## src/rtl/game_pkg.sv

```systemverilog
// Shared constants and types for the dice game input conditioning.
package game_pkg;

    localparam logic [1:0] MODE_BLANK = 2'd0;
    localparam logic [1:0] MODE_1     = 2'd1;
    localparam logic [1:0] MODE_2     = 2'd2;
    localparam logic [1:0] MODE_3     = 2'd3;

    typedef enum logic [1:0] {
        ST_IDLE   = 2'd0,
        ST_HELD   = 2'd1,
        ST_REPEAT = 2'd2
    } play_state_t;

endpackage

```

## src/rtl/btn_debounce.sv

```systemverilog
// Two-flop synchronizer plus counting debouncer for one raw push-button.
module btn_debounce #(
    parameter int DEB_CYCLES = 500000
) (
    input  logic clk,
    input  logic rst,
    input  logic raw,
    output logic lvl,
    output logic rise
);
    localparam int CW = $clog2(DEB_CYCLES);

    logic          sync1_reg;
    logic          sync2_reg;
    logic          lvl_reg;
    logic          rise_reg;
    logic [CW-1:0] cnt_reg;

    always_ff @(posedge clk) begin
        if (rst) begin
            sync1_reg <= 1'b0;
            sync2_reg <= 1'b0;
            lvl_reg   <= 1'b0;
            rise_reg  <= 1'b0;
            cnt_reg   <= '0;
        end else begin
            sync1_reg <= raw;
            sync2_reg <= sync1_reg;
            rise_reg  <= 1'b0;
            // Any sample that agrees with the accepted level restarts the count.
            if (sync2_reg != lvl_reg) begin
                if (cnt_reg == CW'(DEB_CYCLES - 1)) begin
                    lvl_reg  <= ~lvl_reg;
                    rise_reg <= ~lvl_reg;
                    cnt_reg  <= '0;
                end else begin
                    cnt_reg <= cnt_reg + 1'b1;
                end
            end else begin
                cnt_reg <= '0;
            end
        end
    end

    assign lvl  = lvl_reg;
    assign rise = rise_reg;

endmodule

```

## src/rtl/game_input_ctrl.sv

```systemverilog
// Debounced play strobe with auto-repeat and mode stepping for the dice game core.
module game_input_ctrl
    import game_pkg::*;
#(
    parameter int DEB_CYCLES    = 500000,
    parameter int HOLD_CYCLES   = 25000000,
    parameter int REPEAT_CYCLES = 5000000
) (
    input  logic       clk,
    input  logic       rst,
    input  logic       btn_play,
    input  logic       btn_mode,
    output logic       in,
    output logic [1:0] sel,
    output logic       play_level
);
    localparam int TMAX = (HOLD_CYCLES > REPEAT_CYCLES) ? HOLD_CYCLES : REPEAT_CYCLES;
    localparam int TW   = $clog2(TMAX);

    logic [1:0] raw_vec;
    logic [1:0] lvl_vec;
    logic [1:0] rise_vec;

    assign raw_vec = {btn_mode, btn_play};

    generate
        for (genvar gi = 0; gi < 2; gi++) begin : g_btn
            btn_debounce #(
                .DEB_CYCLES(DEB_CYCLES)
            ) u_deb (
                .clk (clk),
                .rst (rst),
                .raw (raw_vec[gi]),
                .lvl (lvl_vec[gi]),
                .rise(rise_vec[gi])
            );
        end
    endgenerate

    logic        play_lvl;
    logic        play_rise;
    logic        mode_rise;

    assign play_lvl  = lvl_vec[0];
    assign play_rise = rise_vec[0];
    // A rise is always reported together with the new high level.
    assign mode_rise = rise_vec[1] & lvl_vec[1];

    play_state_t   state_reg;
    logic [TW-1:0] tcnt_reg;
    logic          in_reg;
    logic [1:0]    sel_reg;

    always_ff @(posedge clk) begin
        if (rst) begin
            state_reg <= ST_IDLE;
            tcnt_reg  <= '0;
            in_reg    <= 1'b0;
            sel_reg   <= MODE_BLANK;
        end else begin
            in_reg <= 1'b0;
            case (state_reg)
                ST_IDLE: begin
                    tcnt_reg <= '0;
                    // Play wins a same-cycle tie; the mode edge is simply lost.
                    if (play_rise) begin
                        in_reg    <= 1'b1;
                        state_reg <= ST_HELD;
                    end else if (mode_rise) begin
                        sel_reg <= sel_reg + 2'd1;
                    end
                end
                ST_HELD: begin
                    if (!play_lvl) begin
                        state_reg <= ST_IDLE;
                        tcnt_reg  <= '0;
                    end else if (tcnt_reg == TW'(HOLD_CYCLES - 1)) begin
                        in_reg    <= 1'b1;
                        tcnt_reg  <= '0;
                        state_reg <= ST_REPEAT;
                    end else begin
                        tcnt_reg <= tcnt_reg + 1'b1;
                    end
                end
                ST_REPEAT: begin
                    if (!play_lvl) begin
                        state_reg <= ST_IDLE;
                        tcnt_reg  <= '0;
                    end else if (tcnt_reg == TW'(REPEAT_CYCLES - 1)) begin
                        in_reg   <= 1'b1;
                        tcnt_reg <= '0;
                    end else begin
                        tcnt_reg <= tcnt_reg + 1'b1;
                    end
                end
                default: begin
                    state_reg <= ST_IDLE;
                    tcnt_reg  <= '0;
                end
            endcase
        end
    end

    assign in         = in_reg;
    assign sel        = sel_reg;
    assign play_level = play_lvl;

endmodule
```

## config.mk

```make
export PLATFORM = sky130hd
export DESIGN_NAME = game_input_ctrl
export DESIGN_NICKNAME = d
export VERILOG_FILES = /design/src/rtl/game_pkg.sv /design/src/rtl/btn_debounce.sv /design/src/rtl/game_input_ctrl.sv
export SDC_FILE = /design/constraint.sdc
export NUM_CORES = 1
export LEC_CHECK = 0
export ABC_AREA = 1
export CAP_MARGIN = 10
export CORE_ASPECT_RATIO = 2
export CORE_MARGIN = 8
export CORE_UTILIZATION = 40
export DETAILED_ROUTE_END_ITERATION = 6
export PLACE_DENSITY = 0.61
export SETUP_SLACK_MARGIN = 0.5
export SYNTH_ARGS = -nofsm -noshare
export SYNTH_HDL_FRONTEND = slang
export SYNTH_SLANG_ARGS = --single-unit
```

## constraint.sdc

```tcl
create_clock -name clk -period 2.1 [get_ports clk]
set_input_delay 0.21 -clock clk [delete_from_list [all_inputs] [get_ports clk]]
set_output_delay 0.21 -clock clk [all_outputs]
set_load 0.02 [all_outputs]
```

==> Word level (Yosys, flattened, before mapping) <==
Index checks and enable logic that the tools add are counted.
{ "word_totals": {"ff_bits": 76, "inputBits": 4, "out_inout_bits": 4, "elab_cells": 62} }
{ "op_classes": {"add_sub_neg": 4, "n_eq_ne": 11, "mux": 16, "bitwise": 8, "n_reduce_logical": 9} }
{ "ops": {"columns": ["operator", "n"], "rows": [
  ["$mux W25", 4],
  ["$pmux W25 S2", 1],
  ["$add A19 B1 Y19 const B", 2],
  ["$eq A19 B19 Y1 const B", 2],
  ["$add A25 B1 Y25 const B", 1],
  ["$eq A25 B23 Y1 const B", 1],
  ["$eq A25 B25 Y1 const B", 1],
  ["$reduce_or A3 Y1", 4],
  ["$mux W2", 4],
  ["$not A1 Y1", 7],
  ["$pmux W2 S3", 1],
  ["$reduce_and A3 Y1", 2],
  ["$mux W1", 5],
  ["$reduce_and A2 Y1", 2],
  ["$ne A3 B3 Y1 const B", 1],
  ["$pmux W1 S3", 1],
  ["$add A2 B1 Y2 const B", 1],
  ["$eq A2 B1 Y1 const B", 1],
  ["$eq A2 B2 Y1 const B", 1],
  ["$logic_not A2 Y1", 1],
  ["$ne A1 B1 Y1", 2],
  ["$ne A2 B1 Y1 const B", 1],
  ["$ne A2 B2 Y1 const B", 1],
  ["$and A1 B1 Y1", 1]
]} }

==> Logic depth before layout (Yosys ltp) <==
{ "depth": {"depth_word": 4, "ltp_mapped": 12, "mapped_depth_nobuf": 11} }

==> Cells and area by module <==
From an unflattened synthesis, not the netlist that was laid out.
{ "hier_totals": {"cells_unflattened": 589, "area_unflattened_um2": 4051.4} }
{ "modules_own_cells": {"columns": ["module", "n_inst", "cells_each", "area_per_inst_um2", "seq_area_each_um2"], "rows": [
  ["btn_debounce", 2, 177, 1216.2, 460.4],
  ["game_input_ctrl", 1, 235, 1619.1, 600.6]
]} }

==> Least setup slack after synthesis <==
No wires, ideal clock.
{ "synth_timing": {"path_type": "register to register", "startpoint": "register g_btn[0].u_deb.cnt_reg[0]", "endpoint": "register g_btn[0].u_deb.cnt_reg[16]", "setup_time_ns": 0.122, "arrival_time_ns": 1.356, "t_required_ns": 1.978, "path_slack_ns": 0.622, "path_stages_with_launch": 10, "n_path_buf": 1, "period_less_slack_ns": 1.478, "path_cell_list": "dfxtp_1 ha_1 nand2_1 inv_1 nand2_2 nor3_4 nand2_2 nand3_4 buf_6 a21oi_1"} }
{ "synth_between": {"elab_chain_cells": 2, "elab_cells_between_ends": 3, "cone_classes": "1 x add/sub; 1 x eq/ne; 1 x reduce/logical"} }
{ "synth_rtl": {"columns": ["element", "line", "text"], "rows": [
  ["start: declaration", "btn_debounce.sv:17", "logic [CW-1:0] cnt_reg;"],
  ["start signal: assignment", "btn_debounce.sv:37", "cnt_reg <= cnt_reg + 1'b1;"],
  ["parallel branches: the longest is 2 deep, another holds $add A19 B1 Y19", null, null]
]} }
Several ways; the timed one is not identified.
A chain may end at the register's enable or synchronous reset.

==> Worst setup path in the final report <==
{ "layout_timing": {"startpoint": "register g_btn[1].u_deb.cnt_reg[0]", "endpoint": "register g_btn[1].u_deb.cnt_reg[12]"} }
{ "layout_between": {"elab_chain_cells": 2, "elab_cells_between_ends": 3, "cone_classes": "1 x add/sub; 1 x eq/ne; 1 x reduce/logical"} }
{ "layout_rtl": {"columns": ["element", "line"], "rows": [
  ["start: declaration", "btn_debounce.sv:17"],
  ["start signal: assignment", "btn_debounce.sv:37"],
  ["parallel branches: the longest is 2 deep, another holds $add A19 B1 Y19", null]
]} }
Several ways; the timed one is not identified.

==> results.ini <==
[worst_setup_path]
timing.critical_path.to_type = flip-flop
arrival_time_worst_endpoint_ns = 1.73
critPathMaxFanout = 15
worstPathBufferInverterCount = 2
cp.required_ns = 2.32
path_class = reg -> reg
crit_family = simple AND/OR/NAND/NOR gates
slowest_delay_ns = 0.37
worst_path_max_delay_cell = sky130_fd_sc_hd__dfxtp_2
crit_path_cell_trace = ha_4, nand2_4, nor2_4, buf_4, nand4_1, nand2_2, buf_8, nor3_1
crit_path_start_kind = flip-flop

[detailed_routing]
average_wire_per_standard_cell_um = 13.00
final_antenna_net_count = 0
drt_iter0_drc = 139
drtPass1Iterations = 5
post-route-drc-count = 0
post_drt_via_cell_ratio = 5.014
num_vias = 3314
wirelength_mm = 8.594

[timing]
hold_ws_ns = 0.3886
timing.slew.headroom_pct = 70.77
maxSlewViolCount = 0
finalSetupViolations = 0
finalCritPeriodShare_pct = 71.89
max_freq_mhz = 662.4
crit_path_setup_slack_layout_ns = 0.5903
setup_total_negative_slack_ns = 0
hold_violation_total_from_the_final_report = 0
rsz0062_at_grt = true
finalClockSkew_ns = 0.004513
worst_pin_slew_ns = 0.4371
timing.final.crit_period_ns = 1.510

[synth]
mappedNetlistNets = 540
synth-seq-area-share_pct = 39.84
post_synth_num_cell_types = 32
post_synthesis_sequential_element_count = 76
synthesis.yosys.warnings = 0
syn-cell-area_um2 = 3819
post-synth-top-area-cell = sky130_fd_sc_hd__dfxtp_1
synth_area_leaders = sky130_fd_sc_hd__dfxtp_1, sky130_fd_sc_hd__nor2_1, sky130_fd_sc_hd__nand2_1
synthCells = 529
post-synth-top-area-fraction_pct = 39.84
syn_area_per_cell_um2 = 7.219

[run_status]
run_status = finished, final reports clean

[pwr]
power_mw = 3.486
peakVddDrop_uv = 565.8
power_leakage_nw = 1.669
cellPowerDensity_nw_per_um2 = 766.2

[placement]
placed_area_um2 = 3975
hpwl_mm = 6.179
post-place-ws_ns = 0.4024
io_buffer_count = 7
gp_congestion = 0.8679

[worst_hold_path]
hold_path_class = in -> reg

[global_route]
grt_max_degree = 19
global_route.overflow_total = 0
global_route_wire_length_before_repair_mm = 14.21
gr-usage-all-layers_pct = 13.50
grt_pass1_vias = 3388
antenna_found_initial = 0

[finish]
largest_reg_flops = 38
share_of_post_route_cells_with_drive_strength_above_1_pct = 15.98
nNetsFinal = 563
area.growth.synth_to_final_pct = 19.13
antenna_cells_inserted = 0
final_area_um2 = 4549

[floorplan]
core_area_um2 = 9321
die_area_um2 = 13120
die_y_um = 154.2
initial_core_util_pct = 40.97
num_rows = 50
ios = 8
die_x_um = 85.09

[cts]
root_buffer = sky130_fd_sc_hd__clkbuf_16
cts-buffers-inserted = 9
htree_num_levels = 3
clock-sinks = 76
clock_path_buffers = 2
cts.clk_slew.worst_paths_ns = 0.06
worst_skew_pair.late_latency_ns = 0.33
tritoncts = yes

[job]
cap_violations = 0

## cells by family (layout without fill, tap and decap cells)
kind of cell             after synthesis  count (layout)  synth area share, %
AND/OR/NAND/NOR                      312             314                38.53
buffers and inverters                 77             103                8.420
adder cells (fa/ha/maj)                7               7                2.293
XOR/XNOR                              35              35                8.028
flip-flops                            76              76                39.84
AO/OA/AOI/OAI                         22              22                2.883
## tightest hold or removal path: stages
cell,delay [ns]
sky130_fd_sc_hd__clkdlybuf4s50_1,0.39
sky130_fd_sc_hd__inv_1,0.05
sky130_fd_sc_hd__nor2_1,0.03
## routing by layer
| layer | share of wire (%) | wire length, µm | GRT usage, % |
|---|---|---|---|
| met3 | 2.3 | 198 | 3.132 |
| met2 | 57 | 4872 | 26.24 |
| met1 | 36 | 3121 | 11.37 |
| met4 | 4.7 | 402 | 9.675 |
| met5 | 0 | 0 | 0 |
## layout make-up
class / count / area [µm²]
clock buffer: 13 / 270.3
clock inverter: 3 / 67.56
fill: 907 / 4772
inverter: 70 / 262.8
multi-input combinational: 378 / 2131
sequential: 76 / 1534
tap: 104 / 130.1
timing repair buffer: 17 / 153.9
## power breakdown
part / switching [mW] / internal (mW)
clock network: 0.580 / 1.14
registers: 0.0211 / 1.47
logic: 0.195 / 0.0865
## what timing repair did
item                       4_1_cts  5_1_grt
resized for setup               15       28
hold buffers                     0        0
buffers inserted                 2        6
setup endpoints to repair       46       61
gates cloned                     1        1
pin swaps                        6       11
## path summary, 6_finish.rpt
| kind | to | start | cells past startpoint | slack (ns) |
|---|---|---|---|---|
| max | g_btn[1].u_deb.cnt_reg[12]$_SDFF_PP0_ | g_btn[1].u_deb.cnt_reg[0]$_SDFF_PP0_ | 8 | 0.59 |
| min | g_btn[0].u_deb.sync1_reg$_SDFF_PP0_ | btn_play | 3 | 0.39 |
| max reg2reg | g_btn[1].u_deb.cnt_reg[12]$_SDFF_PP0_ | g_btn[1].u_deb.cnt_reg[0]$_SDFF_PP0_ | 8 | 0.59 |
| min reg2reg | g_btn[0].u_deb.sync2_reg$_SDFF_PP0_ | g_btn[0].u_deb.sync1_reg$_SDFF_PP0_ | 2 | 0.40 |
## cell usage after synthesis
master                     instances
sky130_fd_sc_hd__a21oi_1          17
sky130_fd_sc_hd__and3_1            1
sky130_fd_sc_hd__buf_2             2
sky130_fd_sc_hd__buf_6             4
sky130_fd_sc_hd__clkbuf_1          1
sky130_fd_sc_hd__dfxtp_1          76
sky130_fd_sc_hd__ha_1              7
sky130_fd_sc_hd__inv_1            69
sky130_fd_sc_hd__inv_2             1
sky130_fd_sc_hd__nand2_1          99
sky130_fd_sc_hd__nand2_2          10
sky130_fd_sc_hd__nand2_4           1
sky130_fd_sc_hd__nand3_1          25
sky130_fd_sc_hd__nand3_2           2
sky130_fd_sc_hd__nand3_4           1
sky130_fd_sc_hd__nand3b_1          1
sky130_fd_sc_hd__nand4_1          16
sky130_fd_sc_hd__nand4_2           1
sky130_fd_sc_hd__nor2_1          104
sky130_fd_sc_hd__nor2_2            6
sky130_fd_sc_hd__nor2_4            4
sky130_fd_sc_hd__nor3_1           23
sky130_fd_sc_hd__nor3_2            5
sky130_fd_sc_hd__nor3_4            1
sky130_fd_sc_hd__nor3b_1           1
sky130_fd_sc_hd__nor3b_2           1
sky130_fd_sc_hd__nor4_1            3
sky130_fd_sc_hd__o21ai_0           5
sky130_fd_sc_hd__or2_0             3
sky130_fd_sc_hd__or2_2             4
sky130_fd_sc_hd__xnor2_1           7
sky130_fd_sc_hd__xor2_1           28
## through the flow
stage / cells / util, %
2_1_floorplan: 529 / -
3_3_place_gp: 635 / 42.64
3_5_place_dp: 635 / 42.64
4_1_cts: 654 / 47.09
5_1_grt: 661 / 48.81
6_report: 661 / 48.81
## cells in the final DEF (no fill, tap or decap), drive strengths merged, types with 2 or more instances in the layout
cell type	netlist	layout
clkdlybuf4s50	0	5
o21ai	5	5
nor2	114	114
a21oi	17	17
buf	6	10
nor3b	2	2
xnor2	7	7
or2	7	7
nand4	17	17
nand3	28	28
bufinv	0	2
xor2	28	28
clkbuf	1	13
nor3	29	29
dfxtp	76	76
inv	70	70
ha	7	7
nor4	3	3
nand2	110	112
(Power assumes the default switching activity.)
